`src/rtl/store_operation_if.sv`:
```
// Bundle of the store executor's control, register-file read and memory write signals.
// The slave modport is the executor's view; master is the surrounding pipeline/memory.
interface store_operation_if;
   logic        start;
   logic [31:0] instruction;
   logic        busy;
   logic        done;
   logic [1:0]  err_code;
   logic [4:0]  rf_raddr1;
   logic [4:0]  rf_raddr2;
   logic [31:0] rf_rdata1;
   logic [31:0] rf_rdata2;
   logic        mem_write;
   logic [31:0] mem_addr;
   logic [31:0] mem_wdata;
   logic [3:0]  mem_be;
   logic        mem_ready;

   modport slave (
      input  start, instruction, rf_rdata1, rf_rdata2, mem_ready,
      output busy, done, err_code, rf_raddr1, rf_raddr2,
             mem_write, mem_addr, mem_wdata, mem_be
   );

   modport master (
      output start, instruction, rf_rdata1, rf_rdata2, mem_ready,
      input  busy, done, err_code, rf_raddr1, rf_raddr2,
             mem_write, mem_addr, mem_wdata, mem_be
   );
endinterface

```
`src/rtl/store_operation.sv`:
```
// Multi-cycle MIPS sw/sh/sb executor: 4 cycles start-to-done, +1 per mem_ready wait cycle.
// Write request held stable until mem_ready or MEM_TIMEOUT; new starts ignored while busy.
module store_operation #(
   parameter int MEM_TIMEOUT = 16
) (
   input  logic             clk,
   input  logic             reset,
   store_operation_if.slave bus
);

   localparam int               CNT_W    = $clog2(MEM_TIMEOUT + 1);
   localparam logic [CNT_W-1:0] CNT_LAST = CNT_W'(MEM_TIMEOUT - 1);
   localparam logic [5:0]       OP_SW    = 6'h2B;
   localparam logic [5:0]       OP_SH    = 6'h29;
   localparam logic [5:0]       OP_SB    = 6'h28;

   typedef enum logic [2:0] {
      S_IDLE,
      S_DECODE,
      S_ADDR,
      S_MEM,
      S_DONE
   } state_t;

   state_t           state_q, state_d;
   logic [31:0]      instr_q, instr_d;
   logic [31:0]      base_q, base_d;
   logic [31:0]      data_q, data_d;
   logic [CNT_W-1:0] cnt_q, cnt_d;
   logic [1:0]       err_d;
   logic             write_d;
   logic [31:0]      addr_d, wdata_d;
   logic [3:0]       be_d;

   logic [5:0]       opcode;
   logic [15:0]      imm;
   logic [31:0]      eff_addr;
   logic [31:0]      lane_wdata;
   logic [3:0]       lane_be;
   logic             legal, aligned;

   assign opcode        = instr_q[31:26];
   assign imm           = instr_q[15:0];
   assign bus.rf_raddr1 = instr_q[25:21];
   assign bus.rf_raddr2 = instr_q[20:16];
   assign eff_addr      = base_q + {{16{imm[15]}}, imm};

   // Lane placement: narrow data is replicated so any byte enable picks the right bytes.
   always_comb begin
      legal      = 1'b0;
      aligned    = 1'b0;
      lane_wdata = data_q;
      lane_be    = 4'b0000;
      case (opcode)
         OP_SW: begin
            legal      = 1'b1;
            aligned    = (eff_addr[1:0] == 2'b00);
            lane_wdata = data_q;
            lane_be    = 4'b1111;
         end
         OP_SH: begin
            legal      = 1'b1;
            aligned    = ~eff_addr[0];
            lane_wdata = {2{data_q[15:0]}};
            lane_be    = eff_addr[1] ? 4'b1100 : 4'b0011;
         end
         OP_SB: begin
            legal      = 1'b1;
            aligned    = 1'b1;
            lane_wdata = {4{data_q[7:0]}};
            lane_be    = 4'b0001 << eff_addr[1:0];
         end
         default: ;
      endcase
   end

   always_comb begin
      state_d = state_q;
      instr_d = instr_q;
      base_d  = base_q;
      data_d  = data_q;
      cnt_d   = cnt_q;
      err_d   = bus.err_code;
      write_d = bus.mem_write;
      addr_d  = bus.mem_addr;
      wdata_d = bus.mem_wdata;
      be_d    = bus.mem_be;
      case (state_q)
         S_IDLE: begin
            if (bus.start) begin
               instr_d = bus.instruction;
               state_d = S_DECODE;
            end
         end
         S_DECODE: begin
            if (!legal) begin
               err_d   = 2'b01;
               state_d = S_DONE;
            end else begin
               base_d  = bus.rf_rdata1;
               data_d  = bus.rf_rdata2;
               state_d = S_ADDR;
            end
         end
         S_ADDR: begin
            if (!aligned) begin
               err_d   = 2'b10;
               state_d = S_DONE;
            end else begin
               addr_d  = eff_addr;
               wdata_d = lane_wdata;
               be_d    = lane_be;
               write_d = 1'b1;
               cnt_d   = '0;
               state_d = S_MEM;
            end
         end
         S_MEM: begin
            // A ready arriving on the last allowed cycle still counts as success.
            if (bus.mem_ready) begin
               write_d = 1'b0;
               err_d   = 2'b00;
               state_d = S_DONE;
            end else if (cnt_q == CNT_LAST) begin
               write_d = 1'b0;
               err_d   = 2'b11;
               state_d = S_DONE;
            end else begin
               cnt_d = cnt_q + 1'b1;
            end
         end
         S_DONE:  state_d = S_IDLE;
         default: state_d = S_IDLE;
      endcase
   end

   always_ff @(posedge clk or posedge reset) begin
      if (reset) begin
         state_q       <= S_IDLE;
         instr_q       <= '0;
         base_q        <= '0;
         data_q        <= '0;
         cnt_q         <= '0;
         bus.busy      <= 1'b0;
         bus.done      <= 1'b0;
         bus.err_code  <= 2'b00;
         bus.mem_write <= 1'b0;
         bus.mem_addr  <= '0;
         bus.mem_wdata <= '0;
         bus.mem_be    <= '0;
      end else begin
         state_q       <= state_d;
         instr_q       <= instr_d;
         base_q        <= base_d;
         data_q        <= data_d;
         cnt_q         <= cnt_d;
         bus.busy      <= (state_d != S_IDLE);
         bus.done      <= (state_d == S_DONE);
         bus.err_code  <= err_d;
         bus.mem_write <= write_d;
         bus.mem_addr  <= addr_d;
         bus.mem_wdata <= wdata_d;
         bus.mem_be    <= be_d;
      end
   end

endmodule

```
`src/flat_wrapper.sv`:
```
// flat-port wrapper written by rule: the top's interface ports become plain ports
module store_operation_flat 
#(
   parameter int MEM_TIMEOUT = 16
)
  (clk, reset, bus_start, bus_instruction, bus_rf_rdata1, bus_rf_rdata2, bus_mem_ready, bus_busy, bus_done, bus_err_code, bus_rf_raddr1, bus_rf_raddr2, bus_mem_write, bus_mem_addr, bus_mem_wdata, bus_mem_be);
  store_operation_if bus_i ();
  input  logic clk;
  input  logic reset;
  input wire logic [$bits(bus_i.start)-1:0] bus_start;
  input wire logic [$bits(bus_i.instruction)-1:0] bus_instruction;
  input wire logic [$bits(bus_i.rf_rdata1)-1:0] bus_rf_rdata1;
  input wire logic [$bits(bus_i.rf_rdata2)-1:0] bus_rf_rdata2;
  input wire logic [$bits(bus_i.mem_ready)-1:0] bus_mem_ready;
  output wire logic [$bits(bus_i.busy)-1:0] bus_busy;
  output wire logic [$bits(bus_i.done)-1:0] bus_done;
  output wire logic [$bits(bus_i.err_code)-1:0] bus_err_code;
  output wire logic [$bits(bus_i.rf_raddr1)-1:0] bus_rf_raddr1;
  output wire logic [$bits(bus_i.rf_raddr2)-1:0] bus_rf_raddr2;
  output wire logic [$bits(bus_i.mem_write)-1:0] bus_mem_write;
  output wire logic [$bits(bus_i.mem_addr)-1:0] bus_mem_addr;
  output wire logic [$bits(bus_i.mem_wdata)-1:0] bus_mem_wdata;
  output wire logic [$bits(bus_i.mem_be)-1:0] bus_mem_be;
  assign bus_i.start = bus_start;
  assign bus_i.instruction = bus_instruction;
  assign bus_i.rf_rdata1 = bus_rf_rdata1;
  assign bus_i.rf_rdata2 = bus_rf_rdata2;
  assign bus_i.mem_ready = bus_mem_ready;
  assign bus_busy = bus_i.busy;
  assign bus_done = bus_i.done;
  assign bus_err_code = bus_i.err_code;
  assign bus_rf_raddr1 = bus_i.rf_raddr1;
  assign bus_rf_raddr2 = bus_i.rf_raddr2;
  assign bus_mem_write = bus_i.mem_write;
  assign bus_mem_addr = bus_i.mem_addr;
  assign bus_mem_wdata = bus_i.mem_wdata;
  assign bus_mem_be = bus_i.mem_be;
  store_operation #(.MEM_TIMEOUT(MEM_TIMEOUT)) u_core (.clk(clk), .reset(reset), .bus(bus_i));
endmodule
```
`config.mk`:
```
export PLATFORM = sky130hd
export DESIGN_NAME = store_operation_flat
export DESIGN_NICKNAME = d
export VERILOG_FILES = /design/src/rtl/store_operation_if.sv /design/src/rtl/store_operation.sv /design/src/flat_wrapper.sv
export SDC_FILE = /design/constraint.sdc
export NUM_CORES = 1
export LEC_CHECK = 0
export CAP_MARGIN = 20
export CORE_MARGIN = 3
export CORE_UTILIZATION = 45
export CTS_CLUSTER_SIZE = 40
export DETAILED_ROUTE_END_ITERATION = 7
export PLACE_DENSITY = 0.74
export SYNTH_ARGS = -nofsm -noshare
export SYNTH_HDL_FRONTEND = slang
export SYNTH_SLANG_ARGS = --single-unit
```
`constraint.sdc`:
```
create_clock -name clk -period 6.1 [get_ports clk]
set_clock_uncertainty 0.15 [all_clocks]
set_input_delay 0.915 -clock clk [delete_from_list [all_inputs] [get_ports clk]]
set_output_delay 0.915 -clock clk [all_outputs]
set_load 0.005 [all_outputs]
```
* Word level (Yosys, flattened, before mapping)
Index checks and enable logic that the tools add are counted.
Word-level totals: word-level logic and storage cells 66, output and inout port bits 83, flip-flop bits (word level) 177, bits of input ports 100
Cells by class: bitwise operators 1, $add $sub $neg 2, reduce and logical (&&, ||, !) cells 12, equality and inequality tests 14, mux-type cells 24, shift operators 1
Operators with widths (count):
- $pmux 32 s2 | 1
- $add 32x32->32 | 1
- $eq 6x6->1 const B | 3
- $mux 3 | 5
- $mux 5 | 3
- $pmux 3 s4 | 1
- $pmux 4 s3 | 1
- $pmux 5 s2 | 1
- $mux 2 | 4
- $ne 2x2->1 const B | 4
- $reduce_and 4->1 | 2
- $eq 3x2->1 const B | 2
- $pmux 2 s3 | 1
- $reduce_and 2->1 | 3
- $reduce_bool 3->1 | 2
- $add 5x1->5 const B | 1
- $eq 5x4->1 const B | 1
- $mux 1 | 4
- $mux 4 | 1
- $shl 1x2->4 const A | 1
- $eq 3x1->1 const B | 1
- $eq 3x3->1 const B | 1
- $logic_not 3->1 | 1
- $ne 3x2->1 const B | 1
- 8 further kinds | 8

* Logic depth before layout (Yosys ltp)
depth after elaboration 6, mapped depth 11, mapped depth without buffers 11

* Least setup slack after synthesis
OpenSTA, ideal clock, no wires.
path kind register to register, start point reg u_core.instr_q[15], end point reg u_core.bus.mem_addr[30] in the netlist's numbering, data required time 5819 ps, path slack 3285 ps, buffers on the path 1, cell stages (with the launch flop) 10, library setup time 131 ps, period minus slack after synthesis 2815 ps, arrival 2534 ps, cells stage by stage dfrtp_1 -> ha_1 -> buf_6 -> nand2_2 -> or4_4 -> or3_1 -> o221a_2 -> a21oi_2 -> xnor2_1 -> o21ai_1
Between the ends: longest elaborated chain between the ends 1
RTL lines:
- start: declaration | RTL line store_operation.sv:26 | logic [31:0] instr_q, instr_d;
- start signal: assignment | RTL line store_operation.sv:153 | instr_q <= instr_d;
- $add 32x32->32 | RTL line store_operation.sv:46 | assign eff_addr = base_q + {{16{imm[15]}}, imm};
- end signal: assignment | RTL line store_operation.sv:161 | bus.mem_addr <= addr_d;
- end: declaration | RTL line store_operation_if.sv:22 | mem_write, mem_addr, mem_wdata, mem_be
No other way between the ends. A chain may end at the register's enable or synchronous reset.

* Worst setup path in the final report
start point reg u_core.instr_q[0], end point reg u_core.bus.mem_addr[29] in the netlist's numbering
Between the ends: longest elaborated chain between the ends 4
RTL lines:
- $add 32x32->32 (*) | RTL line store_operation.sv:46
- $logic_not 2->1 or $not 1->1 (tied branches) | RTL line store_operation.sv:57, store_operation.sv:63
- $pmux 1 s3 | RTL line store_operation.sv:54 | case (opcode)
- $reduce_and 2->1 (no line)
Every way passes the cells marked *; elsewhere a longest branch is shown, timed or not.

==> metrics.md <==
| Metric | Value |
|---|---|
| Outcome | finished, final reports clean |
| Final WL | 20.3 mm |
| GRT met1 Usage | 0.257 |
| Layout cells sized above 1 | 0.108 |
| CTS max path bufs | 2 |
| Worst hold-check path type | reg -> reg |
| Fin Setup TNS | 0 ns |
| Post-synth EDFFs | 0 |
| Area grow syn2layout | 28.4% |
| Min Tclk post-route | 3.57 ns |
| LEAKAGE | 4.85 nW |
| CTS tree | yes |
| Routed len/inst | 16.5 um |
| CTS resizes | 0 |
| Synth area leaders | dfrtp_1, mux2_1, mux2_2 |
| Vias in the first global route | 6607 |
| Max Slew Vio Count | 0 |
| Synth Area per Inst | 11.0 um^2 |
| Max transition margin | 0.238 |
| Kind of start point of the critical path | register |
| Fmax | 280 MHz |
| CTS sink count | 177 |
| CTS Hold Bufs | 0 |
| DP HPWL | 14.6 mm |
| Io pins | 183 |
| PnR worst setup slack | 2.53 ns |
| VDD IR max | 0.000315 V |
| Final setup fails | 0 |
| RePlAce Congestion | 0.876 |
| Total gr overflow | 0 |
| Starting Density | 0.464 |
| Synth cell types | 62 |
| Clock slew at reported path FFs | 0.07 ns |
| Worst Max-Slew Pin Slew | 1.14 ns |
| Die Ht | 146 um |
| CTS buffer count | 17 |
| Final Hold Viols | 0 |
| Initial DRT Pass Iterations | 5 |
| Via count | 6566 |
| Required time worst endpoint | 6.30 ns |
| GR Util met2 | 0.324 |
| Final nets | 1095 |
| DRT antenna net count | 0 |
| CP endpoint kind | register |
| Initial DRC Count | 394 |
| RSZ-0062 raised after global routing | no |
| Global-route wire length before repair | 33.6 mm |
| Post-Syn Area | 0.00883 mm^2 |
| Post-route DRC | 0 |
| Worst Path Class, Setup | reg -> reg |
| Cell total after placement | 1202 |
| Syn Nets | 938 |
| I/O Buffers | 182 |
| Clk_lat worst skew | 0.43 ns |
| Core Region | 0.0190 mm^2 |
| Max-Cap Viols | 0 |
| N_diodes | 0 |
| Kind of cell adding the most delay to the critical path | simple AND/OR/NAND/NOR gates |
| Post-Layout Cell Count | 1234 |
| Max H-tree Level | 4 |
| Gate Count Post-Synth | 804 |
| Post-synthesis sequential area ratio | 0.502 |
| Yosys top cell area share | 0.502 |
| Die width | 146 um |
| Setup bufs post-CTS | 0 |
| Syn. warnings | 0 |
| CP Cell Sequence | ha_1 > inv_1 > fa_1 > nand2_1 > a21boi_0 > nand3_4 > buf_4 > nor4b_2 > a221o_1 |
| Initial antenna violation count | 0 |
| Post-route clock period utilization | 0.586 |
| CP max FO | 84 |
| Asr flop ratio synth | 1.00 |
| Hold Slack | 0.327 ns |
| Drt via density | 5.32 |
| Rows | 50 |
| Grt met3 use | 0.0317 |
| GRT Resource Usage Total | 0.193 |
| Die ar. | 0.0213 mm^2 |
| Yosys reg bits | 177 |
| Delay of the slowest critical-path stage | 0.74 ns |
| Post-layout util | 0.596 |
| Crit path DAT | 3.77 ns |
| Leading area contributor after synthesis | dfrtp_1 |
| Crit path buf inv count | 2 |
| CP max-delay cell | nand3_4 |
| Busiest grt layer | met2 |
| Main synth FF type | dfrtp_1 |
| Dpl ws | 2.63 ns |
| Largest net degree at the start of global routing | 85 |
| Pwr per Cell Area | 510 mW/mm^2 |
| Root Buffer | clkbuf_16 |
==> state kept, by name (all words and copies together) (netlist names) <==
signal                flops
u_core.instr_q           32
u_core.data_q            32
u_core.state_q            3
u_core.bus.busy           1
u_core.bus.err_code       2
u_core.bus.mem_write      1
u_core.bus.mem_addr      32
u_core.bus.mem_be         4
u_core.bus.done           1
u_core.cnt_q              5
u_core.bus.mem_wdata     32
u_core.base_q            32
==> path summary, 6_finish.rpt <==
| check | start | to | slack, ns | cells past startpoint |
|---|---|---|---|---|
| max | u_core.instr_q[0] | u_core.bus.mem_addr[29] | 2.53 | 9 |
| min | u_core.bus.mem_wdata[6] | u_core.bus.mem_wdata[6] | 0.33 | 2 |
| max reg2reg | u_core.instr_q[0] | u_core.bus.mem_addr[29] | 2.53 | 9 |
| min reg2reg | u_core.bus.mem_wdata[6] | u_core.bus.mem_wdata[6] | 0.33 | 2 |
| max in group asynchronous | reset | u_core.bus.mem_addr[29] | 3.60 | 3 |
| min in group asynchronous | reset | u_core.instr_q[21] | 0.87 | 2 |
==> cells in the final DEF, fill, tap and decap left out, drive strengths merged, types with 2 or more instances in the layout <==
cell	instances
clkdlybuf4s50	182
dfrtp	177
nand2	130
mux2	96
o21ai	79
a21oi	35
ha	33
mux2i	24
nor2	22
xnor2	21
inv	20
clkbuf	17
a21o	15
xor2	11
nand2b	8
nand3	8
nand4	7
buf	7
o211ai	6
o21a	6
or3	6
clkinv	6
a211oi	5
o31ai	5
a221o	4
or2	4
a31oi	3
nor2b	3
and3	3
o22a	3
nor3	3
o21bai	2
a21boi	2
o41ai	2
nor4b	2
==> worst register-to-register path, delay by kind of cell (launching register included) <==
kind | cells | cell delay (ns)
buffers and inverters | 2 | 0.62
AOI/OAI and AO/OA | 2 | 0.55
DFF | 1 | 0.37
and+or+nand+nor | 3 | 1.10
adders and majority gates | 2 | 0.72
==> routing by layer <==
metal / routed length, um / share of wire / up-vias
met1: 9050 / 0.45 / 3188
met2: 10000 / 0.49 / 194
met5: 0 / 0 / -
met3: 869 / 0.043 / 37
li1: - / - / 3147
met4: 408 / 0.020 / 0
==> synthesized netlist by cell type, types with 10 or more instances <==
cell type and instances:
nor2_1 22, dfrtp_1 177, o21ai_0 68, buf_4 10, clkbuf_1 22, nand2_1 127, inv_1 12, ha_1 33
mux2_1 50, xor2_1 11, mux2_2 46, a21oi_1 34, xnor2_1 21, mux2i_1 24, o21ai_1 11, a21o_1 15
==> cell type report <==
class / instances / area (um^2)
clock inverters: 15 / 165
repair buffers: 189 / 1870
flip-flops and latches: 177 / 4430
clock buffers: 17 / 425
inverters: 12 / 50.0
well taps: 260 / 325
fillers: 1631 / 7680
multi-input cells: 564 / 4070
==> power by group <==
group	switching [W]	internal, W
sequential	0.000277	0.00156
combinational	0.00149	0.00137
clock	0.000505	0.000583
==> kinds of logic after synthesis <==
logic type	Yosys count	share of synthesized area
XOR/XNOR	32	0.0317
multiplexers	120	0.150
adder cells (fa/ha/maj)	35	0.0502
flip-flops	177	0.502
buffers and inverters	63	0.0408
AO/OA/AOI/OAI	174	0.120
AND/OR/NAND/NOR	203	0.107
==> stage by stage <==
stage | cell area, um^2 | power, W
floorplan | 8830 | 0.00403
global route | 11300 | 0.00622
finish | 11300 | 0.00578
global placement | 10800 | 0.00461
detailed placement | 10800 | 0.00468
CTS | 11300 | 0.00581
Note: power is estimated with default switching activity, not from simulation.
